[config.mk]
export PLATFORM = sky130hd
export DESIGN_NAME = mock_uart_rx
export DESIGN_NICKNAME = d
export VERILOG_FILES = /design/src/rtl/mock_uart_rx.sv
export SDC_FILE = /design/constraint.sdc
export NUM_CORES = 1
export LEC_CHECK = 0
export ABC_AREA = 1
export BUFFER_PORTS_ARGS = -buffer_cell sky130_fd_sc_hd__clkbuf_2
export CAP_MARGIN = 20
export CORE_AREA = 2 2 200 123
export CTS_BUF_LIST = sky130_fd_sc_hd__clkbuf_4
export DETAILED_ROUTE_END_ITERATION = 10
export DIE_AREA = 0 0 202 125
export HOLD_SLACK_MARGIN = 0.15
export REMOVE_ABC_BUFFERS = 1
export SLEW_MARGIN = 10
export SYNTH_ARGS = -nofsm -noshare
export SYNTH_HDL_FRONTEND = slang
export SYNTH_SLANG_ARGS = --single-unit
[constraint.sdc]
create_clock -name clk -period 4 [get_ports clk]
set_clock_uncertainty 0.05 [all_clocks]
set_input_delay 0.4 -clock clk [delete_from_list [all_inputs] [get_ports clk]]
set_output_delay 0.4 -clock clk [all_outputs]
set_load 0.02 [all_outputs]
[src/rtl/mock_uart_rx.sv]
`default_nettype none
// ============================================================================
// Module      : mock_uart_rx
// Description : Memory-mapped mock UART receiver. Host-injected bytes are
//               queued in an RX FIFO that the core drains through a small
//               register window (RXDATA 0x0, STAT 0x8, CTRL 0xC).
//               Optional RX interrupt enabled by macro MOCK_UART_RX_IRQ_EN.
//               FIFO_DEPTH must be a power of two, at least 2.
// Revision    : 1.0 - initial release
// ============================================================================
module mock_uart_rx #(
  parameter logic [31:0] BASE_ADDR  = 32'hC000_0000,
  parameter int          FIFO_DEPTH = 16
) (
  input  logic        clk,
  input  logic        rst,
  input  logic        M_DEVICE_strobe,
  input  logic [31:0] M_DEVICE_addr,
  input  logic        M_DEVICE_rw,
  input  logic [3:0]  M_DEVICE_byte_enable,
  input  logic [31:0] M_DEVICE_core2dev_data,
  output logic        M_DEVICE_data_ready,
  output logic [31:0] M_DEVICE_dev2core_data,
  input  logic        host_wr,
  input  logic [7:0]  host_data
`ifdef MOCK_UART_RX_IRQ_EN
  ,
  output logic        irq
`endif
);

  localparam int           AW     = $clog2(FIFO_DEPTH);
  localparam logic [AW:0]  c_FULL = (AW+1)'(FIFO_DEPTH);
  localparam logic [3:0]   c_OFF_RXDATA = 4'h0;
  localparam logic [3:0]   c_OFF_STAT   = 4'h8;
  localparam logic [3:0]   c_OFF_CTRL   = 4'hC;

  logic [7:0]    r_mem [FIFO_DEPTH];
  logic [AW-1:0] r_wptr;
  logic [AW-1:0] r_rptr;
  logic [AW:0]   r_count;
  logic          r_overrun;
  logic          r_data_ready;
  logic [31:0]   r_dev2core_data;
  logic          r_irq_enable;

  logic          w_hit;
  logic          w_rd_rx;
  logic          w_rd_stat;
  logic          w_wr_ctrl;
  logic          w_flush;
  logic          w_empty;
  logic          w_full;
  logic          w_pop;
  logic          w_push;
  logic          w_ovr_set;
  logic [AW:0]   w_count_next;
  logic [31:0]   w_rdata;
  logic          w_unused_bits;

  // Address decode: only the three defined offsets inside the window are hits
  always_comb begin
    w_hit = M_DEVICE_strobe && (M_DEVICE_addr[31:4] == BASE_ADDR[31:4]) &&
            ((M_DEVICE_addr[3:0] == c_OFF_RXDATA) ||
             (M_DEVICE_addr[3:0] == c_OFF_STAT)   ||
             (M_DEVICE_addr[3:0] == c_OFF_CTRL));
  end

  assign w_empty   = (r_count == '0);
  assign w_full    = (r_count == c_FULL);
  assign w_rd_rx   = w_hit && !M_DEVICE_rw && (M_DEVICE_addr[3:0] == c_OFF_RXDATA);
  assign w_rd_stat = w_hit && !M_DEVICE_rw && (M_DEVICE_addr[3:0] == c_OFF_STAT);
  assign w_wr_ctrl = w_hit &&  M_DEVICE_rw && (M_DEVICE_addr[3:0] == c_OFF_CTRL) &&
                     M_DEVICE_byte_enable[0];
  assign w_flush   = w_wr_ctrl && M_DEVICE_core2dev_data[1];
  // An empty-FIFO read never pops, so a simultaneous push just enqueues
  assign w_pop     = w_rd_rx && !w_empty;
  // Flush wins over a push: the byte is lost silently, without overrun
  assign w_push    = host_wr && (!w_full || w_pop) && !w_flush;
  assign w_ovr_set = host_wr && w_full && !w_pop && !w_flush;

  // Byte lanes beyond lane 0 and unused data bits carry no meaning here
  assign w_unused_bits = ^{M_DEVICE_byte_enable, M_DEVICE_core2dev_data};

  // Next occupancy from push/pop, collapsing to zero on flush
  always_comb begin
    w_count_next = r_count;
    if (w_flush) begin
      w_count_next = '0;
    end else if (w_push && !w_pop) begin
      w_count_next = r_count + 1'b1;
    end else if (w_pop && !w_push) begin
      w_count_next = r_count - 1'b1;
    end
  end

  // Read-data mux, sampled from state before the current edge
  always_comb begin
    w_rdata = '0;
    if (!M_DEVICE_rw) begin
      case (M_DEVICE_addr[3:0])
        c_OFF_RXDATA: w_rdata = w_empty ? 32'h0 : {24'h0, r_mem[r_rptr]};
        c_OFF_STAT:   w_rdata = {26'h0, r_overrun, 3'b000, w_full, !w_empty};
        c_OFF_CTRL:   w_rdata = {27'h0, r_irq_enable, 4'h0};
        default:      w_rdata = '0;
      endcase
    end
  end

  // FIFO storage write; contents are don't-care until pushed
  always_ff @(posedge clk) begin
    if (w_push) begin
      r_mem[r_wptr] <= host_data;
    end
  end

  // Bus response, FIFO pointers/count and overrun flag
  always_ff @(posedge clk or posedge rst) begin
    if (rst) begin
      r_data_ready    <= 1'b0;
      r_dev2core_data <= '0;
      r_wptr          <= '0;
      r_rptr          <= '0;
      r_count         <= '0;
      r_overrun       <= 1'b0;
    end else begin
      r_data_ready    <= w_hit;
      r_dev2core_data <= w_hit ? w_rdata : 32'h0;
      r_count         <= w_count_next;
      if (w_flush) begin
        r_wptr <= '0;
        r_rptr <= '0;
      end else begin
        if (w_push) r_wptr <= r_wptr + 1'b1;
        if (w_pop)  r_rptr <= r_rptr + 1'b1;
      end
      if (w_ovr_set) begin
        r_overrun <= 1'b1;
      end else if (w_rd_stat) begin
        r_overrun <= 1'b0;
      end
    end
  end

`ifdef MOCK_UART_RX_IRQ_EN
  // Interrupt enable register and registered level interrupt
  always_ff @(posedge clk or posedge rst) begin
    if (rst) begin
      r_irq_enable <= 1'b0;
      irq          <= 1'b0;
    end else begin
      if (w_wr_ctrl) r_irq_enable <= M_DEVICE_core2dev_data[4];
      irq <= r_irq_enable && !w_empty;
    end
  end
`else
  assign r_irq_enable = 1'b0;
`endif

  assign M_DEVICE_data_ready    = r_data_ready;
  assign M_DEVICE_dev2core_data = r_dev2core_data;

endmodule
`default_nettype wire

==> flow_summary.html <==
<table>
<tr><th>Metric</th><th>Value</th></tr>
<tr><th colspan="2">STA</th></tr>
<tr><td>Setup repair after global routing missed its margin</td><td>false</td></tr>
<tr><td>Transition time of the tightest slew-check pin</td><td>735.5 ps</td></tr>
<tr><td>Post-layout minimum cycle time</td><td>3735 ps</td></tr>
<tr><td>Max Clk Rate</td><td>267.8 MHz</td></tr>
<tr><td>Setup TNS</td><td>0 ps</td></tr>
<tr><td>Final critical-path share of the clock period</td><td>0.9336</td></tr>
<tr><td>Tightest slew margin relative to the limit</td><td>0.5097</td></tr>
<tr><td>Final setup vio count</td><td>0</td></tr>
<tr><td>Final Hold Violating Endpoints</td><td>0</td></tr>
<tr><td>Max Slew Vio Count</td><td>0</td></tr>
<tr><th colspan="2">Power</th></tr>
<tr><td>Final Power</td><td>3493 uW</td></tr>
<tr><td>Internal Dissipation</td><td>2508 uW</td></tr>
<tr><td>Portion of total power attributed to combinational logic</td><td>0.160</td></tr>
<tr><td>Clock network power share</td><td>0.284</td></tr>
<tr><td>Seq pwr share</td><td>0.556</td></tr>
<tr><td>Maximum ir drop on the vdd rail</td><td>about 0.00015 V</td></tr>
<tr><td>Leak</td><td>0.002944 uW</td></tr>
<tr><td>Reported net switching power</td><td>984.6 uW</td></tr>
<tr><td>Net Sw Frac</td><td>0.2819</td></tr>
<tr><td>Pwr/cell area</td><td>between 400 and 500 nW/um^2</td></tr>
<tr><th colspan="2">Place</th></tr>
<tr><td>Quantity of I/O buffers inserted on ports</td><td>55</td></tr>
<tr><td>Detailed Place HPWL</td><td>9984 um</td></tr>
<tr><td>Placed insts</td><td>just under 1,000</td></tr>
<tr><td>Final weighted congestion in routability-driven placement</td><td>around 0.76</td></tr>
<tr><th colspan="2">Synth</th></tr>
<tr><td>Sequential area share after synthesis</td><td>0.6592</td></tr>
<tr><td>Synthesis warning total</td><td>0</td></tr>
<tr><td>Number of synthesized flops with an enable pin</td><td>~130</td></tr>
<tr><td>Ys flop type</td><td>sky130_fd_sc_hd__edfxtp_1</td></tr>
<tr><td>Unique masters post-synth</td><td>35</td></tr>
<tr><td>Synth Area per Inst</td><td>11.10 sq um</td></tr>
<tr><td>Share of flip-flops with an asynchronous set or reset</td><td>0.1523</td></tr>
<tr><td>Cell area after synthesis</td><td>6704 sq um</td></tr>
<tr><td>Number of instances in the synthesized netlist</td><td>604</td></tr>
<tr><td>Number of storage elements in the synthesis netlist</td><td>roughly 150</td></tr>
<tr><th colspan="2">Finish</th></tr>
<tr><td>Non-filler cells in the finished layout</td><td>1,021</td></tr>
<tr><td>Ant. Diodes</td><td>0</td></tr>
<tr><td>Fraction of final layout cells sized beyond drive strength 1</td><td>0.1660</td></tr>
<tr><td>Area of the multi-input gates</td><td>1994 sq um</td></tr>
<tr><td>Count of nets after finishing</td><td>777</td></tr>
<tr><td>Sequential standard cell area</td><td>4422 sq um</td></tr>
<tr><td>Layout overhead on the synthesized area</td><td>16.07%</td></tr>
<tr><td>Share of the core filled with cells</td><td>0.3295</td></tr>
<tr><td>Layout fillers</td><td>roughly 2,400</td></tr>
<tr><th colspan="2">Worst setup path</th></tr>
<tr><td>Capture instance of the worst register-to-register path</td><td>r_count[4]</td></tr>
<tr><td>Worst reg2reg path depth</td><td>16</td></tr>
<tr><td>Category of the critical setup timing path</td><td>input pin to register</td></tr>
<tr><td>Startpoint class of the critical path</td><td>input pin</td></tr>
<tr><td>CP required</td><td>4410 ps</td></tr>
<tr><td>Origin of the critical flop-to-flop path</td><td>r_count[0]</td></tr>
<tr><td>Critical-path maximum fanout</td><td>12</td></tr>
<tr><td>Destination of the critical timing path</td><td>r_count[4]</td></tr>
<tr><td>Data arrival time of the critical path</td><td>4150 ps</td></tr>
<tr><td>First element of the critical path</td><td>M_DEVICE_addr[20]</td></tr>
<tr><td>Capturing element type of the critical path</td><td>register</td></tr>
<tr><td>Slack of the worst reg-to-reg path</td><td>1250 ps</td></tr>
<tr><th colspan="2">Clock network</th></tr>
<tr><td>Cell at the root of the clock tree</td><td>sky130_fd_sc_hd__clkbuf_4</td></tr>
<tr><td>TritonCTS buffer count</td><td>17</td></tr>
<tr><td>Clock net sink count</td><td>151</td></tr>
<tr><td>Reg clk slew, reported paths</td><td>140 ps</td></tr>
<tr><td>Number of H-tree levels</td><td>4</td></tr>
<tr><td>Clock Tree Buf Depth</td><td>2</td></tr>
<tr><td>CTS tree</td><td>yes</td></tr>
<tr><td>Clock latency reported for the late side of the worst-skew pair</td><td>~550 ps</td></tr>
<tr><th colspan="2">GRT</th></tr>
<tr><td>Global-route wire length before repair</td><td>between 20,000 and 25,000 um</td></tr>
<tr><td>All-layer global routing usage</td><td>0.1298</td></tr>
<tr><td>Vias in the first global route</td><td>4,449</td></tr>
<tr><td>Largest net degree at the start of global routing</td><td>66</td></tr>
<tr><td>Overall overflow remaining after global route</td><td>0</td></tr>
<tr><td>Initial antenna violation count</td><td>0</td></tr>
<tr><th colspan="2">Route</th></tr>
<tr><td>Remaining antenna violation count</td><td>0</td></tr>
<tr><td>Highest metal layer with signal wires</td><td>met4</td></tr>
<tr><td>DRC viols</td><td>0</td></tr>
<tr><td>Routed length on met2</td><td>6861 um</td></tr>
<tr><td>Post-Route WL</td><td>about 16,000 um</td></tr>
<tr><td>Via density per instance</td><td>4.502</td></tr>
<tr><td>M1 WL</td><td>7929 um</td></tr>
<tr><td>Detailed Route Iter0 Violations</td><td>355</td></tr>
<tr><td>Routed wl met3</td><td>960 um</td></tr>
<tr><td>Length of the first detailed-routing pass in iterations</td><td>5</td></tr>
<tr><td>Average detailed-routed wire length per instance</td><td>15.50 um</td></tr>
<tr><td>Via count</td><td>around 4,600</td></tr>
<tr><th colspan="2">Worst hold path</th></tr>
<tr><td>Worst min-delay path startpoint</td><td>M_DEVICE_addr[1]</td></tr>
<tr><td>Hold Crit Class</td><td>input pin to register</td></tr>
<tr><td>Number of instances on the worst hold path</td><td>6</td></tr>
<tr><th colspan="2">Flow run</th></tr>
<tr><td>Maximum Capacitance Violations</td><td>0</td></tr>
<tr><th colspan="2">Floorplanning</th></tr>
<tr><td>Height of the chip</td><td>125 um</td></tr>
<tr><td>Floorplan die area</td><td>25,250 sq um</td></tr>
<tr><td>Number of standard-cell rows in the floorplan</td><td>44</td></tr>
<tr><td>Initial Utilization</td><td>0.2839</td></tr>
<tr><td>Core Footprint</td><td>23,620 sq um</td></tr>
<tr><td>Die outline width</td><td>around 200 um</td></tr>
<tr><td>Number of top-level pins</td><td>approximately 110</td></tr>
<tr><th colspan="2">Run status</th></tr>
<tr><td>Status</td><td>finished, final reports clean</td></tr>
</table>
-- what timing repair did --
item / 4_1_cts / 5_1_grt
resized for setup: 0 / 1
buffers inserted: 0 / 0
hold buffers: 11 / 0
setup endpoints to repair: 0 / 1
hold endpoints to repair: 28 / 0
-- state kept, by name (all words and copies together), names as in the netlist --
signal                  flops
r_mem                     128
M_DEVICE_dev2core_data      8
r_count                     5
r_rptr                      4
r_wptr                      4
M_DEVICE_data_ready         1
r_overrun                   1
-- cell usage in the layout, fill, tap and decap left out, types with 10 or more instances in the layout --
master,synthesis,routed
sky130_fd_sc_hd__mux2i_1,10,10
sky130_fd_sc_hd__clkbuf_4,0,19
sky130_fd_sc_hd__inv_1,25,24
sky130_fd_sc_hd__nand3_1,13,12
sky130_fd_sc_hd__edfxtp_1,128,128
sky130_fd_sc_hd__clkbuf_2,0,55
sky130_fd_sc_hd__o21ai_0,67,67
sky130_fd_sc_hd__dfrtp_1,23,21
sky130_fd_sc_hd__buf_4,25,22
sky130_fd_sc_hd__o32ai_1,14,14
sky130_fd_sc_hd__nor2_1,141,141
sky130_fd_sc_hd__conb_1,1,24
sky130_fd_sc_hd__dlygate4sd3_1,0,11
sky130_fd_sc_hd__nand2_1,79,79
-- layer usage --
metal / vias to the layer above / track usage
met1: 2245 / 0.1943
met3: 7 / 0.03285
met5: - / 0
met4: 0 / 0.03590
met2: 113 / 0.1848
li1: 2232 / -
-- final cells by class --
class | instances | share of cell area
clock buffers | 19 | 0.01833
flip-flops and latches | 151 | 0.5683
multi-input cells | 401 | 0.2563
well taps | 322 | 0.05178
clock inverters | 13 | 0.02010
inverters | 26 | 0.01254
repair buffers | 89 | 0.07268
-- worst min path at each step --
| stage | to | slack [ps] |
|---|---|---|
| floorplan | M_DEVICE_data_ready | 350 |
| global placement | r_overrun | 420 |
| detailed placement | r_overrun | 440 |
| CTS | M_DEVICE_dev2core_data[0] | 190 |
| global route | M_DEVICE_dev2core_data[1] | 220 |
| finish | M_DEVICE_dev2core_data[0] | 250 |
-- power groups by stage --
stage                     Combinational [uW]  Sequential, uW  Clock [uW]
after floorplan                          362            1960           0
after global placement                   540            1970           0
after detailed placement                 550            1980           0
after CTS                                559            1940        1020
after global routing                     631            1960        1090
final                                    560            1940         991
-- cell usage after synthesis (2+ instances only) --
master                     instances  area, sq um
sky130_fd_sc_hd__o211ai_1          6        45.04
sky130_fd_sc_hd__ha_1              9        112.6
sky130_fd_sc_hd__nand4_1           5        31.28
sky130_fd_sc_hd__dfrtp_1          23        575.6
sky130_fd_sc_hd__buf_1             6        22.52
sky130_fd_sc_hd__nor3_1            3        15.01
sky130_fd_sc_hd__mux2i_1          10        100.1
sky130_fd_sc_hd__nor2_1          141        529.3
sky130_fd_sc_hd__nand3_1          13        65.06
sky130_fd_sc_hd__o21ai_0          67        335.3
sky130_fd_sc_hd__a21oi_1           6        30.03
sky130_fd_sc_hd__buf_4            25        187.7
sky130_fd_sc_hd__xnor2_1           2        17.52
sky130_fd_sc_hd__o221ai_1          9        78.83
sky130_fd_sc_hd__clkbuf_1         13        48.80
sky130_fd_sc_hd__inv_1            25        93.84
sky130_fd_sc_hd__o32ai_1          14        122.6
sky130_fd_sc_hd__buf_2             5        25.02
sky130_fd_sc_hd__edfxtp_1        128         3844
sky130_fd_sc_hd__nand2_1          79        296.5
-- stage by stage --
stage / hold slack [ps] / area, sq um / setup slack, ps
3_5_place_dp: 435.7 / 7352 / 1090
6_report: 245.4 / 7781 / 265.5
3_3_place_gp: 424.8 / 7352 / 1104
4_1_cts: 193.3 / 7761 / 267.5
2_1_floorplan: 351.9 / 6506 / 836.6
5_1_grt: 215.8 / 7781 / 80.06
-- critical path, cell delays in order --
cell and delay [ps]:
sky130_fd_sc_hd__dlygate4sd3_1 550, sky130_fd_sc_hd__clkbuf_2 110, sky130_fd_sc_hd__nor2_1 100, sky130_fd_sc_hd__dlygate4sd3_1 560, sky130_fd_sc_hd__nand2_1 40, sky130_fd_sc_hd__dlygate4sd3_1 550
sky130_fd_sc_hd__nor2_1 100, sky130_fd_sc_hd__nand2_1 100, sky130_fd_sc_hd__nor2_4 170, sky130_fd_sc_hd__nand3_2 70, sky130_fd_sc_hd__buf_4 200, sky130_fd_sc_hd__nand3_2 180
sky130_fd_sc_hd__ha_1 300, sky130_fd_sc_hd__a21oi_1 140, sky130_fd_sc_hd__nand2_1 80, sky130_fd_sc_hd__xor2_1 210, sky130_fd_sc_hd__inv_1 70, sky130_fd_sc_hd__nand2_1 60
sky130_fd_sc_hd__nand2_1 60, sky130_fd_sc_hd__nand2_1 60, sky130_fd_sc_hd__nand2_1 40
-- kinds of logic after synthesis --
logic type | after synthesis | synth area share
compound gates | 108 | 0.09892
xor+xnor | 3 | 0.003920
fa+ha+maj | 10 | 0.01978
buf+inv | 75 | 0.05692
flops | 151 | 0.6592
mux | 10 | 0.01493
other cells | 1 | 0.0005594
simple gates | 246 | 0.1458
Power figures use the tool's default switching activity.
